**src/rtl/note_player_pkg.sv**
```systemverilog
// note_player_pkg: shared widths, note/state codes and the small arithmetic
// helpers used by the buzzer note player.
//   - OCTAVE/NOTE/LENGTH_BITS : widths of the sampled request fields
//   - HALF_BITS               : half-period counter width (covers low C 382220)
//   - ST_*                    : sequencer state encodings
//   - units_of()              : length code -> duration units (64 >> length)
//   - octave_half()           : mid-octave half period -> octave/scale adjusted
package note_player_pkg;

  localparam int OCTAVE_BITS = 2;
  localparam int NOTE_BITS   = 3;
  localparam int LENGTH_BITS = 3;
  localparam int HALF_BITS   = 20;
  localparam int MAX_UNITS   = 64;
  localparam int UNIT_BITS   = 7;

  localparam logic [NOTE_BITS-1:0] NOTE_REST = 3'd7;

  localparam logic [1:0] ST_IDLE = 2'd0;
  localparam logic [1:0] ST_PLAY = 2'd1;
  localparam logic [1:0] ST_GAP  = 2'd2;

  // Length code 7 is clamped to 6 so the shortest note is one unit.
  function automatic logic [UNIT_BITS-1:0] units_of(input logic [LENGTH_BITS-1:0] length);
    logic [LENGTH_BITS-1:0] len_s;
    len_s = (length == 3'd7) ? 3'd6 : length;
    return 7'd64 >> len_s;
  endfunction

  // Low octave doubles, high halves (octave 3 behaves as high), then the
  // simulation scale shift; the result never drops below one cycle.
  function automatic logic [HALF_BITS-1:0] octave_half(input logic [HALF_BITS-1:0] mid,
                                                       input logic [OCTAVE_BITS-1:0] octave,
                                                       input int unsigned shift);
    logic [HALF_BITS:0] wide_s;
    case (octave)
      2'd0:    wide_s = {mid, 1'b0};
      2'd1:    wide_s = {1'b0, mid};
      default: wide_s = {2'b00, mid[HALF_BITS-1:1]};
    endcase
    wide_s = wide_s >> shift;
    if (wide_s == '0) begin
      wide_s = 21'd1;
    end
    return wide_s[HALF_BITS-1:0];
  endfunction

endpackage

```
**src/rtl/note_player_if.sv**
```systemverilog
// note_player_if: request/status bundle between the key-hit stage (master)
// and the note player (slave).
//   start/stop              : one-cycle play request / abort
//   octave/note/length      : note description sampled with start
//   buzzer/busy/done        : square wave, activity flag, completion pulse
interface note_player_if;
  import note_player_pkg::*;

  logic                   start;
  logic                   stop;
  logic [OCTAVE_BITS-1:0] octave;
  logic [NOTE_BITS-1:0]   note;
  logic [LENGTH_BITS-1:0] length;
  logic                   buzzer;
  logic                   busy;
  logic                   done;

  modport master (output start, stop, octave, note, length,
                  input  buzzer, busy, done);

  modport slave  (input  start, stop, octave, note, length,
                  output buzzer, busy, done);

endinterface

```
**src/rtl/note_player_tone_rom.sv**
```systemverilog
// note_player_tone_rom: combinational lookup of the mid-octave half period
// (in 100 MHz cycles) for notes C..B; the rest code returns 0.
//   note : note code 0..7
//   half : mid-octave half period
module note_player_tone_rom
  import note_player_pkg::*;
(
  input  logic [NOTE_BITS-1:0] note,
  output logic [HALF_BITS-1:0] half
);

  // Pitch table
  always_comb begin
    case (note)
      3'd0:    half = 20'd191110;
      3'd1:    half = 20'd170265;
      3'd2:    half = 20'd151685;
      3'd3:    half = 20'd143172;
      3'd4:    half = 20'd127551;
      3'd5:    half = 20'd113636;
      3'd6:    half = 20'd101239;
      default: half = 20'd0;
    endcase
  end

endmodule

```
**src/rtl/note_player.sv**
```systemverilog
// note_player: plays one sampled note on the buzzer as a square wave for
// (64 >> length) * UNIT_CYCLES cycles, then stays silent for GAP_CYCLES,
// then pulses done. stop aborts at the next edge without a done pulse.
//   clk, rst_n : clock, asynchronous active-low reset
//   bus        : note_player_if.slave (start/stop/octave/note/length in,
//                buzzer/busy/done out, all outputs registered)
module note_player
  import note_player_pkg::*;
#(
  parameter int unsigned UNIT_CYCLES = 1_562_500,
  parameter int unsigned GAP_CYCLES  = 5_000_000,
  parameter int unsigned HALF_SHIFT  = 0
) (
  input logic          clk,
  input logic          rst_n,
  note_player_if.slave bus
);

  localparam int PRE_BITS = (UNIT_CYCLES > 1) ? $clog2(UNIT_CYCLES) : 1;
  localparam int GAP_BITS = (GAP_CYCLES > 1) ? $clog2(GAP_CYCLES) : 1;
  localparam logic [PRE_BITS-1:0] PRE_LAST = PRE_BITS'(UNIT_CYCLES - 1);
  localparam logic [GAP_BITS-1:0] GAP_LAST = GAP_BITS'((GAP_CYCLES > 0) ? GAP_CYCLES - 1 : 0);
  localparam bit HAS_GAP = (GAP_CYCLES != 0);

  logic [1:0]           state_r;
  logic                 buzzer_r;
  logic                 busy_r;
  logic                 done_r;
  logic                 rest_r;
  logic [PRE_BITS-1:0]  pre_r;
  logic [UNIT_BITS-1:0] units_r;
  logic [GAP_BITS-1:0]  gap_r;
  logic [HALF_BITS-1:0] half_r;
  logic [HALF_BITS-1:0] half_cnt_r;

  logic [HALF_BITS-1:0] rom_half_s;
  logic [HALF_BITS-1:0] start_half_s;
  logic                 play_end_s;
  logic                 gap_end_s;
  logic                 tone_edge_s;

  note_player_tone_rom u_rom (
    .note (bus.note),
    .half (rom_half_s)
  );

  // Expiry and toggle conditions for the current cycle
  always_comb begin
    start_half_s = octave_half(rom_half_s, bus.octave, HALF_SHIFT);
    // Last cycle of the last unit: the prescaler wraps with one unit left.
    play_end_s   = (pre_r == PRE_LAST) && (units_r == 7'd1);
    gap_end_s    = (gap_r == GAP_LAST);
    tone_edge_s  = ((half_cnt_r + HALF_BITS'(1)) == half_r);
  end

  // Sequencer: latches the note on start, times PLAY and GAP, drives outputs
  always_ff @(posedge clk or negedge rst_n) begin
    if (!rst_n) begin
      state_r    <= ST_IDLE;
      buzzer_r   <= 1'b0;
      busy_r     <= 1'b0;
      done_r     <= 1'b0;
      rest_r     <= 1'b0;
      pre_r      <= '0;
      units_r    <= '0;
      gap_r      <= '0;
      half_r     <= '0;
      half_cnt_r <= '0;
    end else begin
      done_r <= 1'b0;
      case (state_r)
        ST_IDLE: begin
          buzzer_r <= 1'b0;
          // stop outranks start even while idle
          if (bus.start && !bus.stop) begin
            state_r    <= ST_PLAY;
            busy_r     <= 1'b1;
            pre_r      <= '0;
            units_r    <= units_of(bus.length);
            half_r     <= start_half_s;
            half_cnt_r <= '0;
            rest_r     <= (bus.note == NOTE_REST);
          end
        end
        ST_PLAY: begin
          if (bus.stop) begin
            state_r    <= ST_IDLE;
            buzzer_r   <= 1'b0;
            busy_r     <= 1'b0;
            pre_r      <= '0;
            units_r    <= '0;
            half_cnt_r <= '0;
          end else if (play_end_s) begin
            buzzer_r   <= 1'b0;
            pre_r      <= '0;
            units_r    <= '0;
            half_cnt_r <= '0;
            if (HAS_GAP) begin
              state_r <= ST_GAP;
              gap_r   <= '0;
            end else begin
              state_r <= ST_IDLE;
              busy_r  <= 1'b0;
              done_r  <= 1'b1;
            end
          end else begin
            if (pre_r == PRE_LAST) begin
              pre_r   <= '0;
              units_r <= units_r - 7'd1;
            end else begin
              pre_r <= pre_r + PRE_BITS'(1);
            end
            // Rests run the same counter but never let the buzzer rise.
            if (tone_edge_s) begin
              half_cnt_r <= '0;
              buzzer_r   <= ~buzzer_r & ~rest_r;
            end else begin
              half_cnt_r <= half_cnt_r + HALF_BITS'(1);
            end
          end
        end
        ST_GAP: begin
          buzzer_r <= 1'b0;
          if (bus.stop) begin
            state_r <= ST_IDLE;
            busy_r  <= 1'b0;
            gap_r   <= '0;
          end else if (gap_end_s) begin
            state_r <= ST_IDLE;
            busy_r  <= 1'b0;
            done_r  <= 1'b1;
            gap_r   <= '0;
          end else begin
            gap_r <= gap_r + GAP_BITS'(1);
          end
        end
        default: begin
          state_r  <= ST_IDLE;
          buzzer_r <= 1'b0;
          busy_r   <= 1'b0;
          gap_r    <= '0;
        end
      endcase
    end
  end

  assign bus.buzzer = buzzer_r;
  assign bus.busy   = busy_r;
  assign bus.done   = done_r;

endmodule

```
**src/flat_wrapper.sv**
```systemverilog
// flat-port wrapper written by rule: the top's interface ports become plain ports
module note_player_flat import note_player_pkg::*;
#(
  parameter int unsigned UNIT_CYCLES = 1_562_500,
  parameter int unsigned GAP_CYCLES  = 5_000_000,
  parameter int unsigned HALF_SHIFT  = 0
)
  (clk, rst_n, bus_start, bus_stop, bus_octave, bus_note, bus_length, bus_buzzer, bus_busy, bus_done);
  note_player_if bus_i ();
  input logic clk;
  input logic rst_n;
  input wire logic [$bits(bus_i.start)-1:0] bus_start;
  input wire logic [$bits(bus_i.stop)-1:0] bus_stop;
  input wire logic [$bits(bus_i.octave)-1:0] bus_octave;
  input wire logic [$bits(bus_i.note)-1:0] bus_note;
  input wire logic [$bits(bus_i.length)-1:0] bus_length;
  output wire logic [$bits(bus_i.buzzer)-1:0] bus_buzzer;
  output wire logic [$bits(bus_i.busy)-1:0] bus_busy;
  output wire logic [$bits(bus_i.done)-1:0] bus_done;
  assign bus_i.start = bus_start;
  assign bus_i.stop = bus_stop;
  assign bus_i.octave = bus_octave;
  assign bus_i.note = bus_note;
  assign bus_i.length = bus_length;
  assign bus_buzzer = bus_i.buzzer;
  assign bus_busy = bus_i.busy;
  assign bus_done = bus_i.done;
  note_player #(.UNIT_CYCLES(UNIT_CYCLES), .GAP_CYCLES(GAP_CYCLES), .HALF_SHIFT(HALF_SHIFT)) u_core (.clk(clk), .rst_n(rst_n), .bus(bus_i));
endmodule
```
**config.mk**
```make
export PLATFORM = sky130hd
export DESIGN_NAME = note_player_flat
export DESIGN_NICKNAME = d
export VERILOG_FILES = /design/src/rtl/note_player_pkg.sv /design/src/rtl/note_player_if.sv /design/src/rtl/note_player_tone_rom.sv /design/src/rtl/note_player.sv /design/src/flat_wrapper.sv
export SDC_FILE = /design/constraint.sdc
export NUM_CORES = 1
export LEC_CHECK = 0
export BUFFER_PORTS_ARGS = -buffer_cell sky130_fd_sc_hd__clkbuf_2
export CAP_MARGIN = 10
export CORE_ASPECT_RATIO = 2
export CORE_MARGIN = 1.5
export CORE_UTILIZATION = 23
export DETAILED_ROUTE_END_ITERATION = 8
export SLEW_MARGIN = 20
export SYNTH_ARGS = -nofsm -noshare
export SYNTH_HDL_FRONTEND = slang
export SYNTH_SLANG_ARGS = --single-unit
```
**constraint.sdc**
```tcl
create_clock -name clk -period 2.4 [get_ports clk]
set_input_delay 0.36 -clock clk [delete_from_list [all_inputs] [get_ports clk]]
set_output_delay 0.36 -clock clk [all_outputs]
set_load 0.01 [all_outputs]
```
-- Word-level counts from Yosys, hierarchy flattened
Cells that the tools add are included.
Widths: inputs -> output; s select.
- register bits after elaboration: 97
- bits of input ports: 12
- output and inout bits: 3
- word-level logic and storage cells: 98
- add/sub/neg operators: 4
- equality and inequality tests: 23
- shift operators: 1
- muxes and demuxes: 42
- bitwise logic cells: 4
- reduce and logical (&&, ||, !) cells: 14
- operators by type and width (operator ; count):
    $pmux 18 s7 ; 1
    $mux 20 ; 5
    $mux 23 ; 4
    $mux 21 ; 4
    $pmux 23 s3 ; 1
    $pmux 21 s2 ; 1
    $pmux 20 s2 ; 1
    $pmux 19 s2 ; 1
    $mux 7 ; 4
    $add 23x1->23 const B ; 1
    $eq 23x23->1 const B ; 1
    $add 21x1->21 const B ; 1
    $eq 21x21->1 const B ; 1
    $logic_not 21->1 ; 1
    $add 20x1->20 const B ; 1
    $eq 20x20->1 ; 1
    $eq 3x3->1 const B ; 5
    $pmux 7 s2 ; 1
    $reduce_and 3->1 ; 4
    $mux 1 ; 11
    $mux 2 ; 5
    $ne 4x2->1 const B ; 2
    $eq 7x1->1 const B ; 1
    $shr 7x3->7 const A ; 1
    19 further kinds ; 29

-- Longest topological paths before layout
Gate-level depths: netlist of run 1.
- depth in word-level cells: 6
- mapped depth: 11
- gate-level depth less buffers: 9

-- Cells and area by module
Synthesis of run 1 repeated with hierarchy kept, for this count alone.
- cell total of the unflattened synthesis: 744
- area, all modules: 6172.2 sq um
- modules (own cells, without submodules) (module ; instances ; cells each ; area each (sq um) ; sequential area each (sq um)):
    note_player ; 1 ; 712 ; 5972.0 ; 2427.3
    note_player_tone_rom ; 1 ; 32 ; 200.2 ; 0.0

-- Least setup slack after synthesis of run 1
OpenSTA, ideal clock, no wires.
- path type: register to register
- start: register u_core.half_cnt_r[6]
- end: register u_core.half_cnt_r[15]
- library setup time: 0.101 ns
- data arrival time: 2.387 ns
- required time: 2.299 ns
- path slack: -0.087 ns
- stages on the path, launching flop included: 12
- path buffers: 3
- period minus slack after synthesis: 2.487 ns
- cells stage by stage: dfrtp_1 buf_2 and4_1 buf_4 nand2_2 or4_4 xnor2_2 and3_1 o2111ai_2 nand2_2 buf_4 o311ai_2
- longest elaborated chain between the ends: 6
- ends and longest elaborated chain (what ; line ; RTL):
    start, declared ; note_player.sv:34 ; logic [HALF_BITS-1:0] half_cnt_r;
    start signal, assigned ; note_player.sv:118 ; half_cnt_r <= half_cnt_r + HALF_BITS'(1);
    $add 20x1->20 (*) ; note_player.sv:53, note_player.sv:118 ;
    $eq 20x20->1 ; note_player.sv:53 ; tone_edge_s = ((half_cnt_r + HALF_BITS'(1)) == half_r);
    $mux 20 (*) ; note_player.sv:114 ; if (tone_edge_s) begin
    $mux 20 (*) ; note_player.sv:93 ; end else if (play_end_s) begin
    $mux 20 (*) ; note_player.sv:86 ; if (bus.stop) begin
    $pmux 20 s2 (*) ; note_player.sv:71 ; case (state_r)
Mark *: on every way between the ends. The rest lies on a longest branch, timed or not.
A chain may end at the register's enable or synchronous reset.

-- Worst setup path in the final report of run 1
- start: register u_core.half_cnt_r[4]
- end: register u_core.buzzer_r, in the netlist u_core.bus.buzzer
- longest elaborated chain between the ends: 3
- ends and longest elaborated chain (what ; line ; RTL):
    $add 20x1->20 ; note_player.sv:53 ;
    $eq 20x20->1 ; note_player.sv:53 ;
    $ne 4x2->1 (no line) ; n/a ;
    end signal, assigned ; note_player.sv:116 ; buzzer_r <= ~buzzer_r & ~rest_r;
    end, declared ; note_player.sv:26 ; logic buzzer_r;
No other way between the ends.

==> results.md, run 1 <==
* CP Launch Type: register
* CP arrival at 2860 ps
* Share of cells above drive strength 1 at 26.56%
* Starting Density at 23.41%
* Top cells by area, synth: dfrtp_1 (40%), o21ai_0 (6.3%), nand2_1 (6.3%), nor2_1 (5.2%), xnor2_1 (4.4%)
* Power per cell area at 516.8 mW/mm2
* Final GP Congestion at 0.9195
* RSZ-0062 raised after global routing: yes
* CP max FO at 6
* Clock Tree Buf Depth at 2
* DRC viols at 0
* Vias in the first global route at 5933
* Post-route cell area at 0.008069 mm2
* Crit path required time at 2690 ps
* First-pass GRT wire length at 28960 um
* Largest net degree at the start of global routing at 68
* Failing checks: setup timing
* Netlist cell types at 60
* Cell taking the most area after synthesis: dfrtp_1
* Die width at 117.3 um
* Final setup vio count at 18
* Final nets at 860
* Port Buffers at 14
* Sink Count at 96
* IO Count at 15
* Chip height at 231.5 um
* Post-Synthesis Cells at 733
* Leakage at 3.385 nW
* Die area at 0.02715 mm2
* Flops & latches, synth at 96
* Initial DRC count at 205
* YS warnings at 0
* Synth Cell Area at 0.006006 mm2
* Status: complete, but fails checks
* Drt via density at 4.956
* Detailed placer's ending HPWL at 13790 um
* Initial antenna violation count at 0
* Cts bufs inserted at 9
* Antenna Cells at 0
* Sequential share of the synthesized area at 40.00%
* Tot GR Track Use at 13.88%
* Final Hold Violating Endpoints at 0
* Fmax at 390.4 MHz
* Slew @ Worst Pin at 843.2 ps
* Top-count cell post-synth: nand2_1
* Critical path class: register to register
* Worst-Skew Late Latency at 370 ps
* WL final at 18300 um
* ANT nets after route at 0
* Reg clk slew, reported paths at 80 ps
* Top cell type's share of synthesized area at 40.00%
* H-tree depth at 3
* Wirelength per Cell at 15.42 um
* DR vias at 5883
* Top cells by count, synth: nand2_1 (100), dfrtp_1 (96), nor2_1 (84), o21ai_0 (76), nand3_1 (36)
* TritonCTS clock tree: done
* Post-Synthesis Net Count at 751
* Area after DPL at 0.007233 mm2
* Rows at 83
* Synth Flop Type: dfrtp_1
* Setup TNS at -1630 ps
* Max Slew Vio Count at 0
* Number of synthesized flops with an enable pin at 0
* Hold Path Class: input pin to register
* Worst-case clock skew at 14.26 ps
* Final Cycle Share at 106.7%
* Synth async-reset ratio at 100.0%
* Core Region at 0.02565 mm2
* Max-slew headroom at 43.65%
* Max IR drop VDD at 0.4220 mV
* Root Buffer: clkbuf_16
* Pre-antenna DRT Iters at 6
* PnR worst setup slack at -161.7 ps
* Minimum clock period after layout at 2562 ps
* Synth-to-layout area growth at 34.35%
* Grt ovf at 0
* Crit end category: register
* Max_cap viols at 0
* Hold_ws at 291.7 ps
* Mean Syn Cell Area at 8.193 um2
-- worst max-delay path: stages, from the launching register on --
cell and delay, ps:
dfrtp_1 370, and4_4 280, nand2_4 50, buf_6 100
or4_4 450, xnor2_4 180, and3_4 220, o2111ai_4 170
buf_12 190, or3_4 320, a21oi_2 140
-- cell families after synthesis --
family | Yosys count | synth area share [%]
fa+ha+maj | 6 | 1.250
mux | 2 | 0.3333
flops | 96 | 40.00
compound gates | 178 | 18.83
xor+xnor | 55 | 8.146
buf+inv | 60 | 4.083
simple gates | 336 | 27.35
-- final cells by class --
class                   instances  area [um2]
inverters                      17       63.81
multi-input cells             577        3756
well taps                     340       425.4
flip-flops and latches         96        2405
fillers                      2728       17580
repair buffers                141        1120
clock inverters                 7       73.82
clock buffers                   9       225.2
-- registers in the layout, indices dropped and copies added, names as in the netlist --
register	cells
u_core.gap_r	23
u_core.pre_r	21
u_core.half_cnt_r	20
u_core.half_r	19
u_core.units_r	7
u_core.state_r	2
u_core.bus.busy	1
u_core.bus.buzzer	1
u_core.bus.done	1
u_core.rest_r	1
-- metrics by stage --
step	cells	setup WS [ps]	utilization, %	power, mW
after global routing	1187	-300.0	31.46	4.387
after global placement	1160	-291.4	28.20	2.625
after CTS	1181	-137.3	30.44	4.155
after detailed placement	1160	-338.3	28.20	2.635
final	1187	-161.7	31.46	4.170
after floorplan	733	9.215	-	2.321
-- worst paths after layout --
kind	from	end	slack (ps)	depth (start not counted)
setup / recovery	u_core.half_cnt_r[4]	u_core.bus.buzzer	-160	10
hold / removal	bus_stop	u_core.bus.done	290	3
setup reg to reg	u_core.half_cnt_r[4]	u_core.bus.buzzer	-160	10
hold reg to reg	u_core.half_r[16]	u_core.half_r[16]	490	2
max in group asynchronous	rst_n	u_core.state_r[1]	1190	3
min in group asynchronous	rst_n	u_core.half_r[12]	490	2
-- layer usage --
| layer | wire, um | part of all wire, % | track usage [%] |
|---|---|---|---|
| met1 | 6188 | 34 | 12.55 |
| met2 | 10400 | 57 | 26.56 |
| met3 | 390 | 2.1 | 1.674 |
| met4 | 1325 | 7.2 | 10.88 |
| met5 | 0 | 0 | 0 |
-- where the power goes --
part           switching (mW)  internal, mW
clock                   0.720         0.736
combinational           0.493         0.380
sequential              0.113          1.73
total                    1.32          2.85
-- what timing repair did --
item,CTS,global route
hold buffers,1,0
buffers inserted,4,6
pin swaps,12,15
hold endpoints to repair,29,0
resized for setup,49,38
cloned,0,0
endpoints found under the setup margin,31,39
-- layout by cell type, fill, tap and decap left out, types with 11 or more instances in the layout --
master    synthesis  routed
a21oi_1          30      28
nor3_1           19      15
clkbuf_2          1      13
xor2_1           24      24
dfrtp_1          96      94
nand2_1         100      99
and3_1           16      14
nand3_1          36      31
inv_1            16      16
nand4_1          25      25
buf_6             0      11
xnor2_1          30      28
o21ai_0          76      72
nor2_1           84      81
buf_4             2     112
Power figures use the tool's default switching activity.
==> run 2: changes to the inputs <==
==> constraint.sdc (replaced) <==
create_clock -name clk -period 2.91 [get_ports clk]
set_input_delay 0.4365 -clock clk [delete_from_list [all_inputs] [get_ports clk]]
set_output_delay 0.4365 -clock clk [all_outputs]
set_load 0.01 [all_outputs]
==> results.md, run 2 (synthesis gave the netlist of run 1 again) <==
* Status: finished clean
* Largest net degree at the start of global routing at 43 (-37%)
* Vias in the first global route at 5449 (-8.2%)
* IO Count at 15 (unchanged)
* RSZ-0062 raised after global routing: no
* Total Power at 3.312 mW (-21%)
* Cts bufs inserted at 9 (unchanged)
* Root Buffer: clkbuf_16
* Post-place setup slack at 11.84 ps (+350.2 ps)
* Crit end category: register
* Synth-to-layout area growth at 15.81%
* Max Slew Vio Count at 0 (unchanged)
* Hold_ws at 75.38 ps (-216.3 ps)
* Chip height at 231.5 um (unchanged)
* Tot GR Track Use at 12.96% (-0.91 points)
* Worst-Skew Late Latency at 360 ps (about the same)
* Filler cells at 2766 (+1.4%)
* Clock Tree Buf Depth at 2 (unchanged)
* Power per cell area at 476.2 mW/mm2 (-7.9%)
* Critical path class: register to register
* Die area at 0.02715 mm2 (unchanged)
* Post-route cell area at 0.006955 mm2 (-14%)
* Initial antenna violation count at 0 (unchanged)
* CP max FO at 13 (+7)
* Drt via density at 5.007 (+1.0%)
* Wirelength per Cell at 15.25 um (-1.1%)
* Final nets at 772 (-10%)
* Detailed placer's ending HPWL at 12600 um (-8.6%)
* Minimum clock period after layout at 2707 ps (+145.4 ps)
* First-pass GRT wire length at 27650 um (-4.5%)
* Sink Count at 96 (unchanged)
* Final GP Congestion at 0.9161 (-0.37%)
* Rows at 83 (unchanged)
* Max reg flops at 23 (unchanged)
* Antenna Cells at 0 (unchanged)
* Max_cap viols at 0 (unchanged)
* CP Launch Type: register
* Leakage at 2.813 nW (-17%)
* Area after DPL at 0.006615 mm2 (-8.5%)
* Reg clk slew, reported paths at 70 ps (about the same)
* Final setup vio count at 0 (-18)
* CP arrival at 2960 ps (+100 ps)
* Crit path required time at 3160 ps (+470 ps)
* Hold Path Class: input pin to asynchronous set/reset pin
* Largest registers: u_core.gap_r: 23 flops, u_core.pre_r: 21 flops, u_core.half_cnt_r: 20 flops
* Grt ovf at 0 (unchanged)
* ANT nets after route at 0 (unchanged)
* Share of cells above drive strength 1 at 12.12% (-14 points)
* Pre-antenna DRT Iters at 5 (-1)
* DRC viols at 0 (unchanged)
* Max IR drop VDD at 0.2932 mV (-31%)
* TritonCTS clock tree: done
* Initial DRC count at 319 (+56%)
* Die width at 117.3 um (unchanged)
* Largest Register: u_core.gap_r
* Fmax at 369.4 MHz (-5.4%)
* PnR worst setup slack at 202.9 ps (+364.6 ps)
* Most frequent cells in the layout: nand2_1 (100), dfrtp_1 (95), nor2_1 (83), o21ai_0 (76), buf_4 (39)
* Commonest non-fill, non-tap cell in the layout: nand2_1
* WL final at 16760 um (-8.4%)
* Worst-case clock skew at 8.456 ps (-5.807 ps)
* Final Cycle Share at 93.03% (-14 points)
* DR vias at 5503 (-6.5%)
* Slew @ Worst Pin at 857.4 ps (+14.23 ps)
* Final Hold Violating Endpoints at 0 (unchanged)
* H-tree depth at 3 (unchanged)
* Max-slew headroom at 42.40% (-1.3 points)
* Setup TNS at 0 ps (+1630 ps)
* Starting Density at 23.41% (unchanged)
* Port Buffers at 14 (unchanged)
* Core Region at 0.02565 mm2 (unchanged)
run 2: final cells by class:
type / count / area, um2 / area share [%]
clock buffers: 11 / 242.7 / 3.490
clock inverters: 5 / 56.30 / 0.8095
inverters: 17 / 63.81 / 0.9174
multi-input cells: 577 / 3386 / 48.68
flip-flops and latches: 96 / 2404 / 34.56
well taps: 340 / 425.4 / 6.116
repair buffers: 53 / 377.9 / 5.433
run 2: stage by stage:
step           std cells  utilization, %
3_3_place_gp        1081           25.79
6_report            1099           27.12
5_1_grt             1099           27.12
2_1_floorplan        733               -
4_1_cts             1097           26.97
3_5_place_dp        1081           25.79
run 2: power breakdown:
group | internal, mW | switching, mW
sequential | 1.43 | 0.0913
combinational | 0.228 | 0.354
clock | 0.689 | 0.523
total | 2.34 | 0.969
run 2: layer usage:
layer  wire (um)  GRT usage, %  share of wire (%)  vias up
met1        6175         13.30                 37     2697
met2        9689         24.44                 58       99
li1            -             -                  -     2672
met4         577         7.380                3.4        0
met5           0             0                  0        -
met3         319         1.517                1.9       35
run 2: final timing paths:
| check | start | end | slack [ps] | cells after the start |
|---|---|---|---|---|
| setup / recovery | u_core.half_cnt_r[1] | u_core.half_cnt_r[14] | 200 | 9 |
| min in group clk | bus_stop | u_core.state_r[1] | 340 | 2 |
| hold reg to reg | u_core.pre_r[10] | u_core.pre_r[10] | 480 | 1 |
| hold / removal | rst_n | u_core.gap_r[17] | 80 | 1 |
| max in group asynchronous | rst_n | u_core.half_cnt_r[17] | 2130 | 2 |
| setup reg to reg | u_core.half_cnt_r[1] | u_core.half_cnt_r[14] | 200 | 9 |
run 2: worst max-delay path, cell delays in order (launching register included):
cell	delay (ps)
dfrtp_1	430
ha_1	190
nand3_1	210
or4_4	570
xnor2_2	150
and3_1	180
o2111ai_2	200
buf_4	220
nand2_4	160
o311ai_2	290
run 2: what timing repair did:
item                                    4_1_cts  5_1_grt
endpoints found under the setup margin        1        8
setup buffers                                 0        2
hold buffers                                  0        0
pin swaps                                     0        1
gates cloned                                  0        0
gates resized for setup                       1        5
==> run 3: changes to the inputs <==
--- a/config.mk
+++ b/config.mk
@@ -11,7 +11,9 @@
 export CORE_MARGIN = 1.5
 export CORE_UTILIZATION = 23
 export DETAILED_ROUTE_END_ITERATION = 8
+export RECOVER_POWER = 50
 export SLEW_MARGIN = 20
 export SYNTH_ARGS = -nofsm -noshare
 export SYNTH_HDL_FRONTEND = slang
+export SYNTH_HIERARCHICAL = 1
 export SYNTH_SLANG_ARGS = --single-unit
==> results.md, run 3 <==
* Largest registers: u_core/gap_r: 23 flops, u_core/pre_r: 21 flops
* Critical path buffers and inverters at 0 (-1)
* Total Power at 3.448 mW (+4.1%)
* Setup TNS at -1619 ps (-1619 ps)
* Starting Density at 23.40% (about the same)
* Netlist cell types at 61 (+1.7%)
* Top cells by count, synth: dfrtp_1 (97), nand2_1 (86), o21ai_0 (84), nor2_1 (69), nand3_1 (48)
* Area after DPL at 0.006980 mm2 (+5.5%)
* DRC viols at 0 (unchanged)
* Failing checks: setup timing
* Final nets at 810 (+4.9%)
* Minimum clock period after layout at 3034 ps (+327.1 ps)
* ANT nets after route at 0 (unchanged)
* RSZ-0062 raised after global routing: yes
* YS warnings at 6 (+6)
* Reg clk slew, reported paths at 70 ps (about the same)
* CP Launch Type: register
* Vias in the first global route at 5772 (+5.9%)
* Post-Synthesis Cells at 744 (+1.5%)
* Inst Count DP at 1121 (+3.7%)
* Leakage at 3.063 nW (+8.9%)
* Power per cell area at 466.9 mW/mm2 (-2.0%)
* Final GP Congestion at 1.014 (+11%)
* CP most frequent cell: or4_4
* Max_cap viols at 0 (unchanged)
* Detailed placer's ending HPWL at 12910 um (+2.5%)
* IO Count at 15 (unchanged)
* Synth Flop Type: dfrtp_1
* Worst-case clock skew at 11.47 ps (+3.015 ps)
* First-pass GRT wire length at 28430 um (+2.8%)
* Delay-heaviest family, CP: simple AND/OR/NAND/NOR gates
* Antenna Cells at 0 (unchanged)
* Largest Register: u_core/gap_r
* Die width at 118.8 um (+1.3%)
* Sink Count at 97 (+1.0%)
* Share of cells above drive strength 1 at 17.19% (+5.1 points)
* Largest net degree at the start of global routing at 52 (+21%)
* Core Region at 0.02638 mm2 (+2.8%)
* Synth async-reset ratio at 100.0% (unchanged)
* Max-slew headroom at 14.72% (-28 points)
* TritonCTS clock tree: done
* WL final at 16950 um (+1.1%)
* Wirelength per Cell at 14.86 um (-2.6%)
* Flops & latches, synth at 97 (+1.0%)
* Post-place setup slack at -161.5 ps (-173.3 ps)
* Commonest non-fill, non-tap cell in the layout: dfrtp_1
* Synth Cell Area at 0.006172 mm2 (+2.8%)
* Final setup vio count at 19 (+19)
* Most frequent cells in the layout: dfrtp_1 (89), nand2_1 (85), o21ai_0 (84), nor2_1 (67), buf_4 (65)
* Number of synthesized flops with an enable pin at 0 (unchanged)
* Grt ovf at 0 (unchanged)
* Port Buffers at 14 (unchanged)
* Die area at 0.02789 mm2 (+2.7%)
* Cell taking the most area after synthesis: dfrtp_1
* Filler cells at 2800 (+1.2%)
* Worst-Skew Late Latency at 360 ps (about the same)
* Slowest cell on the critical path: or4_1
* Initial DRC count at 350 (+9.7%)
* Pre-antenna DRT Iters at 4 (-1)
* Initial antenna violation count at 0 (unchanged)
* Final Hold Violating Endpoints at 0 (unchanged)
* Hold buffer count at cts at 0 (unchanged)
* Rows at 84 (+1.2%)
* Chip height at 234.7 um (+1.4%)
* Cts bufs inserted at 9 (unchanged)
* Cell Count, Final, Fillers Out at 1141 (+3.8%)
* Max IR drop VDD at 0.2708 mV (-7.6%)
* Fmax at 329.6 MHz (-11%)
* Post-route cell area at 0.007385 mm2 (+6.2%)
* Top-count cell post-synth: dfrtp_1
* CP max FO at 5 (-8)
* DR vias at 5652 (+2.7%)
* Tot GR Track Use at 12.54% (-0.42 points)
* Slew @ Worst Pin at 1279 ps (+421.7 ps)
* PnR worst setup slack at -124.2 ps (-327.1 ps)
* Clock Tree Buf Depth at 2 (unchanged)
* Crit path required time at 3200 ps (+40 ps)
* Top cell type's share of synthesized area at 39.33% (-0.67 points)
* Drt via density at 4.954 (-1.1%)
* Max reg flops at 23 (unchanged)
* Status: complete, but fails checks
* Root Buffer: clkbuf_16
* Sequential share of the synthesized area at 39.33% (-0.67 points)
* Crit end category: register
* CP arrival at 3320 ps (+360 ps)
* Top cells by area, synth: dfrtp_1 (39%), o21ai_0 (6.8%), nand2_1 (5.2%), nor2_1 (4.2%), mux2i_1 (4.1%)
* Synth-to-layout area growth at 19.64%
* Critical path class: register to register
* Mean Syn Cell Area at 8.296 um2 (+1.3%)
* Final Cycle Share at 104.3% (+11 points)
* Hold Path Class: input pin to asynchronous set/reset pin
* H-tree depth at 3 (unchanged)
* Worst-path cell chain: and4_4 -> nand3_4 -> or4_4 -> xnor2_1 -> or4_1 -> or4_4 -> or3_4 -> a21oi_2
* CP max stage delay at 530 ps (-40 ps)
* Max Slew Vio Count at 0 (unchanged)
run 3: area by class of cell:
| class | instances | area (um2) | share of cell area [%] |
|---|---|---|---|
| sequential | 97 | 2437 | 33.01 |
| clock inverter | 7 | 83.83 | 1.135 |
| multi-input combinational | 591 | 3588 | 48.59 |
| tap | 344 | 430.4 | 5.829 |
| inverter | 11 | 41.29 | 0.5591 |
| clock buffer | 9 | 225.2 | 3.050 |
| timing repair buffer | 82 | 578.1 | 7.828 |
run 3: routing by layer:
| metal | up-vias | GRT usage [%] | wire [um] | share of wire [%] |
|---|---|---|---|---|
| li1 | 2788 | - | - | - |
| met1 | 2713 | 12.18 | 6118 | 36 |
| met2 | 94 | 24.28 | 9522 | 56 |
| met3 | 57 | 1.359 | 333 | 2.0 |
| met4 | 0 | 8.470 | 979 | 5.8 |
| met5 | - | 0 | 0 | 0 |
run 3: cell families (layout without fill, tap and decap cells):
| group | Yosys count | after routing | share of synthesized area [%] |
|---|---|---|---|
| AO/OA/AOI/OAI | 183 | 183 | 17.35 |
| XOR/XNOR | 45 | 45 | 6.386 |
| adder cells (fa/ha/maj) | 6 | 6 | 1.216 |
| buffers and inverters | 57 | 109 | 4.095 |
| flip-flops | 97 | 97 | 39.33 |
| multiplexers | 26 | 26 | 4.237 |
| other | 1 | 2 | 0.06076 |
| AND/OR/NAND/NOR | 329 | 329 | 27.33 |
run 3: what timing repair did:
action	CTS	global route
pin swaps	1	3
gates resized for setup	9	13
endpoints found under the hold margin	0	0
setup endpoints to repair	21	26
setup buffers	2	2
run 3: path summary, 6_finish.rpt:
path | end | depth (start not counted) | from | slack, ps
max reg2reg | u_core/bus.buzzer | 8 | u_core/half_cnt_r[2] | -120
min reg2reg | u_core/gap_r[19] | 1 | u_core/gap_r[19] | 490
max | u_core/bus.buzzer | 8 | u_core/half_cnt_r[2] | -120
min | u_core/gap_r[20] | 1 | rst_n | 350
min in group clk | u_core/units_r[3] | 3 | bus_length[0] | 470
max in group asynchronous | u_core/half_cnt_r[4] | 2 | rst_n | 810
run 3: worst register-to-register path, stage by stage, from the launching register on:
cell	delay [ps]
dfrtp_1	440
and4_4	280
nand3_4	80
or4_4	450
xnor2_1	130
or4_1	530
or4_4	530
or3_4	400
a21oi_2	120
run 3: report_power, final:
group | internal (mW) | switching [mW] | leakage, nW
Clock | 0.685 | 0.571 | 0.149
Combinational | 0.257 | 0.391 | 1.61
Sequential | 1.45 | 0.0960 | 1.30
Total | 2.39 | 1.06 | 3.06
run 3: stage by stage:
stage | hold WS [ps] | utilization, %
after global routing | 471.3 | 27.99
final | 352.5 | 27.99
after floorplan | 140.9 | -
after global placement | 467.6 | 26.46
after CTS | 137.7 | 27.78
after detailed placement | 476.0 | 26.46
